--- config.mk ---
export PLATFORM = sky130hd
export DESIGN_NAME = fft_bfly_scheduler
export DESIGN_NICKNAME = d
export VERILOG_FILES = /design/src/rtl/fft_sched_pkg.sv /design/src/rtl/fft_bfly_addr_gen.sv /design/src/rtl/fft_bfly_scheduler.sv
export SDC_FILE = /design/constraint.sdc
export NUM_CORES = 1
export LEC_CHECK = 0
export BUFFER_PORTS_ARGS = -buffer_cell sky130_fd_sc_hd__buf_2
export CAP_MARGIN = 20
export CORE_MARGIN = 1
export CORE_UTILIZATION = 45
export DETAILED_ROUTE_END_ITERATION = 10
export HOLD_SLACK_MARGIN = 0.02
export PLACE_DENSITY = 0.72
export REMOVE_ABC_BUFFERS = 1
export SLEW_MARGIN = 20
export SYNTH_ARGS = -nofsm -noshare
export SYNTH_HDL_FRONTEND = slang
export SYNTH_HIERARCHICAL = 1
export SYNTH_SLANG_ARGS = --single-unit
--- constraint.sdc ---
create_clock -name clk_i -period 2.15 [get_ports clk_i]
set_clock_uncertainty 0.1 [all_clocks]
set_input_delay 0.43 -clock clk_i [delete_from_list [all_inputs] [get_ports clk_i]]
set_output_delay 0.43 -clock clk_i [all_outputs]
set_load 0.01 [all_outputs]
--- src/rtl/fft_sched_pkg.sv ---
// fft_sched_pkg: shared types and width helpers for the FFT butterfly scheduler.
package fft_sched_pkg;

  typedef enum logic [1:0] {
    ST_IDLE,
    ST_ISSUE,
    ST_DRAIN,
    ST_DONE
  } sched_state_e;

  // Width of the stage index; never narrower than one bit.
  function automatic int stage_w(input int log2_n);
    return (log2_n > 1) ? $clog2(log2_n) : 1;
  endfunction

  // Width of the butterfly index and the twiddle index (N/2 values each).
  function automatic int coef_w(input int log2_n);
    return (log2_n > 1) ? log2_n - 1 : 1;
  endfunction

  // Width of a counter holding 0..max_out inclusive.
  function automatic int cnt_w(input int max_out);
    return (max_out > 0) ? $clog2(max_out + 1) : 1;
  endfunction

endpackage

--- src/rtl/fft_bfly_addr_gen.sv ---
// fft_bfly_addr_gen: combinational decimation-in-time address generator.
// Maps (stage s, butterfly k) to operand addresses a, b and twiddle index.
module fft_bfly_addr_gen
  import fft_sched_pkg::*;
#(
  parameter int LOG2_N = 3
) (
  input  logic [stage_w(LOG2_N)-1:0] stage,
  input  logic [coef_w(LOG2_N)-1:0]  k,
  output logic [LOG2_N-1:0]          idx_a,
  output logic [LOG2_N-1:0]          idx_b,
  output logic [coef_w(LOG2_N)-1:0]  coef
);

  localparam int SW = stage_w(LOG2_N);
  localparam int CW = coef_w(LOG2_N);

  logic [LOG2_N-1:0] k_ext;
  logic [LOG2_N-1:0] half;
  logic [LOG2_N-1:0] group;
  logic [LOG2_N-1:0] pos;
  logic [SW-1:0]     coef_shift;

  // Split k into group and in-group position; a = group*2h + pos, b = a + h.
  always_comb begin
    k_ext      = LOG2_N'(k);
    half       = LOG2_N'(1) << stage;
    group      = k_ext >> stage;
    pos        = k_ext & (half - 1'b1);
    idx_a      = ((group << stage) << 1) | pos;
    idx_b      = idx_a | half;
    coef_shift = SW'(LOG2_N - 1) - stage;
    coef       = CW'(pos) << coef_shift;
  end

endmodule

--- src/rtl/fft_bfly_scheduler.sv ---
// fft_bfly_scheduler: issues every radix-2 butterfly of a 2^LOG2_N-point FFT
// in DIT order, draining in-flight butterflies before each stage advance.
// Optional feature: define FFT_SCHED_ERR_EN for the sticky protocol error flag.
module fft_bfly_scheduler
  import fft_sched_pkg::*;
#(
  parameter int LOG2_N          = 3,
  parameter int MAX_OUTSTANDING = 4
) (
  input  logic                       clk_i,
  input  logic                       rst_n_i,
  input  logic                       frame_valid_i,
  output logic                       frame_ready_o,
  output logic                       bfly_valid_o,
  input  logic                       bfly_ready_i,
  output logic [stage_w(LOG2_N)-1:0] bfly_stage_o,
  output logic [LOG2_N-1:0]          bfly_idx_a_o,
  output logic [LOG2_N-1:0]          bfly_idx_b_o,
  output logic [coef_w(LOG2_N)-1:0]  bfly_coef_o,
  input  logic                       bfly_done_i,
  output logic                       frame_done_o,
  output logic                       busy_o,
  output logic                       err_o
);

  localparam int SW = stage_w(LOG2_N);
  localparam int CW = coef_w(LOG2_N);
  localparam int OW = cnt_w(MAX_OUTSTANDING);

  localparam logic [SW-1:0] LAST_STAGE = SW'(LOG2_N - 1);
  localparam logic [CW-1:0] LAST_K     = CW'((1 << (LOG2_N - 1)) - 1);
  localparam logic [OW-1:0] MAX_OUT    = OW'(MAX_OUTSTANDING);

  sched_state_e state_q;
  sched_state_e state_d;
  logic [SW-1:0] stage_q;
  logic [CW-1:0] k_q;
  logic [OW-1:0] outstanding_q;

  logic          can_issue;
  logic          handshake;
  logic          done_take;
  logic          drain_empty;
  logic [LOG2_N-1:0] gen_a;
  logic [LOG2_N-1:0] gen_b;
  logic [CW-1:0]     gen_coef;

  assign can_issue   = (state_q == ST_ISSUE) && (outstanding_q < MAX_OUT);
  assign handshake   = can_issue && bfly_ready_i;
  assign done_take   = bfly_done_i && (outstanding_q != '0);
  assign drain_empty = (state_q == ST_DRAIN) && (outstanding_q == '0);

  fft_bfly_addr_gen #(
    .LOG2_N(LOG2_N)
  ) u_addr_gen (
    .stage (stage_q),
    .k     (k_q),
    .idx_a (gen_a),
    .idx_b (gen_b),
    .coef  (gen_coef)
  );

  // Command fields read as zero whenever no command is being offered.
  assign bfly_valid_o = can_issue;
  assign bfly_stage_o = can_issue ? stage_q  : '0;
  assign bfly_idx_a_o = can_issue ? gen_a    : '0;
  assign bfly_idx_b_o = can_issue ? gen_b    : '0;
  assign bfly_coef_o  = can_issue ? gen_coef : '0;

  // State register.
  always_ff @(posedge clk_i or negedge rst_n_i) begin
    if (!rst_n_i) state_q <= ST_IDLE;
    else          state_q <= state_d;
  end

  // Next-state decode plus the state-derived status outputs.
  always_comb begin
    state_d       = state_q;
    frame_ready_o = 1'b0;
    frame_done_o  = 1'b0;
    busy_o        = 1'b1;
    case (state_q)
      ST_IDLE: begin
        frame_ready_o = 1'b1;
        busy_o        = 1'b0;
        if (frame_valid_i) state_d = ST_ISSUE;
      end
      ST_ISSUE: begin
        if (handshake && (k_q == LAST_K)) state_d = ST_DRAIN;
      end
      ST_DRAIN: begin
        if (outstanding_q == '0) state_d = (stage_q == LAST_STAGE) ? ST_DONE : ST_ISSUE;
      end
      ST_DONE: begin
        frame_done_o = 1'b1;
        state_d      = ST_IDLE;
      end
      default: state_d = ST_IDLE;
    endcase
  end

  // Butterfly index advances per accepted command; stage advances once drained.
  always_ff @(posedge clk_i or negedge rst_n_i) begin
    if (!rst_n_i) begin
      stage_q <= '0;
      k_q     <= '0;
    end else begin
      if (handshake) k_q <= (k_q == LAST_K) ? '0 : k_q + 1'b1;
      if (drain_empty && (stage_q != LAST_STAGE)) stage_q <= stage_q + 1'b1;
      else if (state_q == ST_DONE)                 stage_q <= '0;
    end
  end

  // In-flight count: a simultaneous issue and completion cancel out.
  always_ff @(posedge clk_i or negedge rst_n_i) begin
    if (!rst_n_i)                     outstanding_q <= '0;
    else if (handshake && !done_take) outstanding_q <= outstanding_q + 1'b1;
    else if (done_take && !handshake) outstanding_q <= outstanding_q - 1'b1;
  end

`ifdef FFT_SCHED_ERR_EN
  logic err_q;

  // Sticky flag for stray completions and frame requests while busy.
  always_ff @(posedge clk_i or negedge rst_n_i) begin
    if (!rst_n_i) err_q <= 1'b0;
    else if ((bfly_done_i && (outstanding_q == '0)) ||
             (frame_valid_i && (state_q != ST_IDLE))) err_q <= 1'b1;
  end

  assign err_o = err_q;
`else
  assign err_o = 1'b0;
`endif

endmodule

==> flow_summary.yaml, run 1 <==
cts:
  cts_buffers: 3
  cts_buffer_depth: 2
  numClockSinks: 9
  htreeDepth: 1
  root_buffer: "clkbuf_4"
  clock_latency_ns: 0.26
  cts_tree: "yes"
  cts.clk_slew.worst_paths_ns: 0.06
grt:
  grt.met1_usage: 0.1924
  grt_overflow: 0
  use_met2: 0.3303
  grt_busiest_layer: "met2"
  grt.total_usage: 0.1842
  use_met3: 0.01702
  grt_pass1_vias: 599
  grt_pass1_wl_um: 2428
  grt_max_degree: 10
  antenna_found_initial: 0
yosys:
  ys_warn_count: 6
  synthTopCellsByCount: "9 x and2_1, 9 x dfrtp_1, 8 x inv_1"
  synthArstFlopShare: 1.000
  yosysSeqAreaShare: 0.3025
  yosysTopAreaCell: "dfrtp_1"
  synth_cells: 78
  synth-edff-count: 0
  ys.flop_type: "dfrtp_1"
  syn_avg_cell_area_um2: 9.544
  netlist_area_um2: 744.5
  yosys-top-cells-area: "dfrtp_1 30%, ha_1 8.4%, and2_1 7.6%"
  synth_top_area_frac: 0.3025
  synthDistinctLibCells: 36
  ys_ff_latch: 9
sta:
  setup_slack_ns: 0.03146
  period_needed_ns: 2.119
  finalHoldViolations: 0
  clock.fmax_ghz: 0.4720
  slew_violations: 0
  post-route-period-util: 0.9854
  rsz0062_at_grt: "yes"
  fin_hold_ws_ns: 0.4061
  setup_viol: 0
final_layout:
  nFillCells: 133
  utilization: 0.6552
  final_area_um2: 998.5
  drive_gt1_frac: 0.4679
  final-seq-area_um2: 226.5
  num_antenna_cells: 0
  areaGrowthSynthToFinish_pct: 34.12
  multi_input_area_um2: 509.2
  layout.nets: 121
floorplan:
  initial_core_util: 0.4885
  core_area_um2: 1524
  ioPinCount: 20
  fp.dieW_um: 42.68
  rows: 14
  die_area_um2: 1821
  dieHeight_um: 42.68
place:
  gp_congestion: 0.8456
  placed_cell_area_um2: 889.6
  dpl_worst_slack_ns: 0.04104
  io_buffers: 18
  post-dp-hpwl_um: 1121
detailed_routing:
  drc: 0
  drt-total-wl_um: 1580
  vias: 640
  drtIter0Drc: 4
  vias_per_cell: 5.120
  drtPass1Iterations: 4
  wl_per_cell_um: 12.64
  ant_nets: 0
min_path:
  hp-class: "in -> reg"
  min_from: "frame_valid_i"
  hold_depth: 3
  min_to: "state_q[0]"
setup_path:
  r2r-start: "outstanding_q[2]"
  rr_worst_depth: 9
  start_kind: "flop"
  critPathKind: "reg -> out"
  r2r-end: "outstanding_q[2]"
  reg2reg_slack_ns: 0.11
  worst_ep_required_time_ns: 1.62
  cp-end-kind: "output pin"
  critPathArrivalTime_ns: 1.59
  crit_path_max_fanout: 3
power_and_ir_drop:
  p_per_area_nw_per_um2: 1546
  ir_worst_vdd_mv: 0.8451
  p_leak_nw: 0.5263
  finalPower_mw: 1.544
job:
  max_cap_violations: 0
run_status:
  outcome: "complete, no violations"
[how the worst max path moves through the flow]
stage,start,endpoint,slack (ns),depth (start not counted)
floorplan,state_q[1],outstanding_q[2],-0.008,9
global placement,outstanding_q[2],outstanding_q[2],0.13,9
detailed placement,outstanding_q[2],outstanding_q[2],0.04,9
CTS,stage_q[0],bfly_coef_o[1],0.002,6
global route,stage_q[0],bfly_coef_o[1],-0.04,6
finish,stage_q[0],bfly_coef_o[1],0.03,6
[report_power, final]
part	switching [mW]	internal, mW	leakage [nW]
Sequential	0.0928	0.253	0.104
Clock	0.0614	0.0716	0.0150
Combinational	0.480	0.585	0.407
Total	0.635	0.910	0.526
[routing by layer]
layer	wire length, um	up-vias
met4	11	0
li1	-	323
met2	848	16
met1	659	299
met3	61	2
met5	0	-
[critical path, stage by stage, from the launching register on]
cell	delay (ns)
dfrtp_1	0.41
inv_2	0.10
ha_4	0.21
and3b_1	0.16
a32o_1	0.19
and2_1	0.12
buf_2	0.13
[registers in the layout, summed over array words and instances (netlist names)]
signal and flops:
state_q 2, outstanding_q 3, k_q 2, stage_q 2
[what timing repair did]
action	in CTS	in global routing
setup endpoints to repair	3	4
pin swaps	0	5
hold buffers	1	0
setup buffers	1	3
resized for setup	3	8
endpoints found under the hold margin	9	0
[area by class of cell]
class                      instances  area share
tap                               16     0.02005
clock buffer                       4     0.02632
inverter                           8     0.03008
timing repair buffer              30      0.1867
sequential                         9      0.2268
multi-input combinational         58      0.5100
[per-stage QoR]
stage / instances / setup TNS [ns]
final: 125 / 0
after global routing: 125 / -0.03894
after CTS: 122 / 0
after detailed placement: 116 / 0
after global placement: 116 / 0
after floorplan: 75 / -0.007749
[logic make-up after synthesis]
family	share of synthesized area
compound gates	0.09580
xor+xnor	0.04707
fa+ha+maj	0.1109
buf+inv	0.06387
flops	0.3025
mux	0.06891
other cells	0.005037
simple gates	0.3059
[cell usage in the layout, fill, tap and decap left out, types with 2 or more instances in the layout]
cell type / instances
inv_1: 5
buf_2: 18
clkbuf_4: 3
ha_1: 2
nor2_1: 4
nor3_1: 3
buf_4: 10
xor2_1: 2
mux2_4: 2
o22ai_1: 2
dfrtp_1: 8
ha_4: 2
and2_1: 9
inv_2: 3
or2_2: 2
nand2b_1: 5
Power figures use the tool's default switching activity.
==> run 2: changes to the inputs <==
- BUFFER_PORTS_ARGS: -buffer_cell sky130_fd_sc_hd__buf_2 -> -buffer_cell sky130_fd_sc_hd__buf_4
- RECOVER_POWER: default -> 50
==> flow_summary.yaml, run 2 (synthesis gave the netlist of run 1 again) <==
cts:
  root_buffer: "clkbuf_4"
  cts_buffer_depth: 2
  clock_latency_ns: 0.27
  cts_tree: "yes"
  htreeDepth: 1
  numClockSinks: 9
  cts.clk_slew.worst_paths_ns: 0.07
  cts_buffers: 3
sta:
  post-route-period-util: 0.9995
  slew_headroom: 0.6580
  setup_viol: 0
  slew_violations: 0
  finalHoldViolations: 0
  rsz0062_at_grt: "yes"
  period_needed_ns: 2.149
  clock.fmax_ghz: 0.4654
  worst_pin_slew_ns: 0.5131
power_and_ir_drop:
  finalPower_mw: 1.667
  p_leak_nw: 0.5424
  p_per_area_nw_per_um2: 1553
  ir_worst_vdd_mv: 0.8275
grt:
  grt_busiest_layer: "met2"
  grt_pass1_wl_um: 2580
  grt_max_degree: 10
  grt.met1_usage: 0.1951
  grt.total_usage: 0.1904
  grt_overflow: 0
  antenna_found_initial: 0
  grt_pass1_vias: 650
  use_met2: 0.3667
  use_met3: 0.02553
min_path:
  hp-class: "in -> reg"
  min_from: "frame_valid_i"
setup_path:
  critPathKind: "reg -> out"
  critPathSlowestCell: "dfrtp_1"
  crit_path_max_fanout: 4
  crit_path_max_incr_delay_ns: 0.42
  r2r-end: "outstanding_q[2]"
  reg2reg_slack_ns: 0.11
  cp-startpoint: "stage_q[0]"
  rr_worst_depth: 9
  critPathArrivalTime_ns: 1.62
  start_kind: "flop"
  cp-end-kind: "output pin"
  cp_num_buf_inv: 2
  worst_ep_required_time_ns: 1.62
  r2r-start: "outstanding_q[2]"
  cp.depth: 6
  path_cells: "inv_2, ha_4, and3b_1, a32o_1, and2_4, buf_6"
  critPathCapture: "bfly_coef_o[1]"
  cpLargestDelayFamily: "flip-flops"
floorplan:
  core_area_um2: 1524
  die_area_um2: 1821
  fp.dieW_um: 42.68
  rows: 14
  dieHeight_um: 42.68
  ioPinCount: 20
  initial_core_util: 0.4885
detailed_routing:
  drc: 0
  wl_per_cell_um: 13.09
  drtIter0Drc: 5
  drtPass1Iterations: 4
  vias_per_cell: 5.242
  drt-total-wl_um: 1675
  ant_nets: 0
  vias: 671
final_layout:
  num_antenna_cells: 0
  largest_register: "outstanding_q"
  final_common_cell: "buf_4"
  utilization: 0.7044
  areaGrowthSynthToFinish_pct: 44.20
  layout.nets: 124
  final_cell_mix: "28 x buf_4, 8 x and2_1, 8 x dfrtp_1"
  largest_reg_flops: 3
  drive_gt1_frac: 0.4732
job:
  max_cap_violations: 0
place:
  post-dp-hpwl_um: 1167
  gp_congestion: 0.7883
  io_buffers: 18
run_status:
  outcome: "complete, no violations"
[run 2: changes by cell type in the layout (fill, tap and decap cells not counted)]
cell and delta:
nor4_4 +1, and2_1 -1, buf_2 -18, buf_4 +18, clkbuf_1 +2, buf_6 +1, and2_4 +1, nor4_2 -1
[run 2: what timing repair did]
action | in CTS | in global routing
pin swaps | 1 | 4
setup buffers | 4 | 2
hold buffers | 1 | 0
hold endpoints to repair | 9 | 0
setup endpoints to repair | 3 | 4
gates resized for setup | 7 | 7
[run 2: stage by stage]
stage          hold WS [ns]  setup WS, ns  setup TNS (ns)  instance area (um2)  std cells
2_1_floorplan       0.03441     -0.007749       -0.007749                726.9         75
3_3_place_gp         0.1623        0.1781               0                942.2        117
3_5_place_dp         0.1603       0.08791               0                942.2        117
4_1_cts              0.3542       0.01198               0                 1045        126
5_1_grt              0.3712      -0.04142        -0.06024                 1074        128
6_report             0.3526      0.001142               0                 1074        128
[run 2: power breakdown]
part	internal [mW]	switching, mW
Sequential	0.252	0.0908
Clock	0.0716	0.0625
Combinational	0.673	0.516
Total	0.997	0.670
[run 2: layer usage]
layer,vias up,share of wire
met5,-,0
met4,0,0.032
met3,7,0.040
met2,23,0.50
met1,310,0.42
li1,331,-
[run 2: final cells by class]
cell class / count / area, um2
inverters: 8 / 30.03
well taps: 16 / 20.02
repair buffers: 33 / 250.2
clock buffers: 4 / 26.28
flip-flops and latches: 9 / 226.5
fillers: 127 / 450.4
multi-input cells: 58 / 520.5
[run 2: how the worst min path moves through the flow]
stage	to	depth (start not counted)
floorplan	k_q[0]	0
global placement	stage_q[0]	1
detailed placement	state_q[0]	1
CTS	state_q[0]	3
global route	state_q[0]	3
finish	state_q[0]	3
[run 2: worst reg2reg max path, cell delays in order, from the launching register on]
cell and delay, ns:
dfrtp_2 0.45, nor3b_4 0.26, nand2_4 0.09, inv_1 0.07
ha_2 0.18, inv_1 0.05, fa_2 0.33, xor2_1 0.15
nor2_1 0.14, xor2_1 0.15
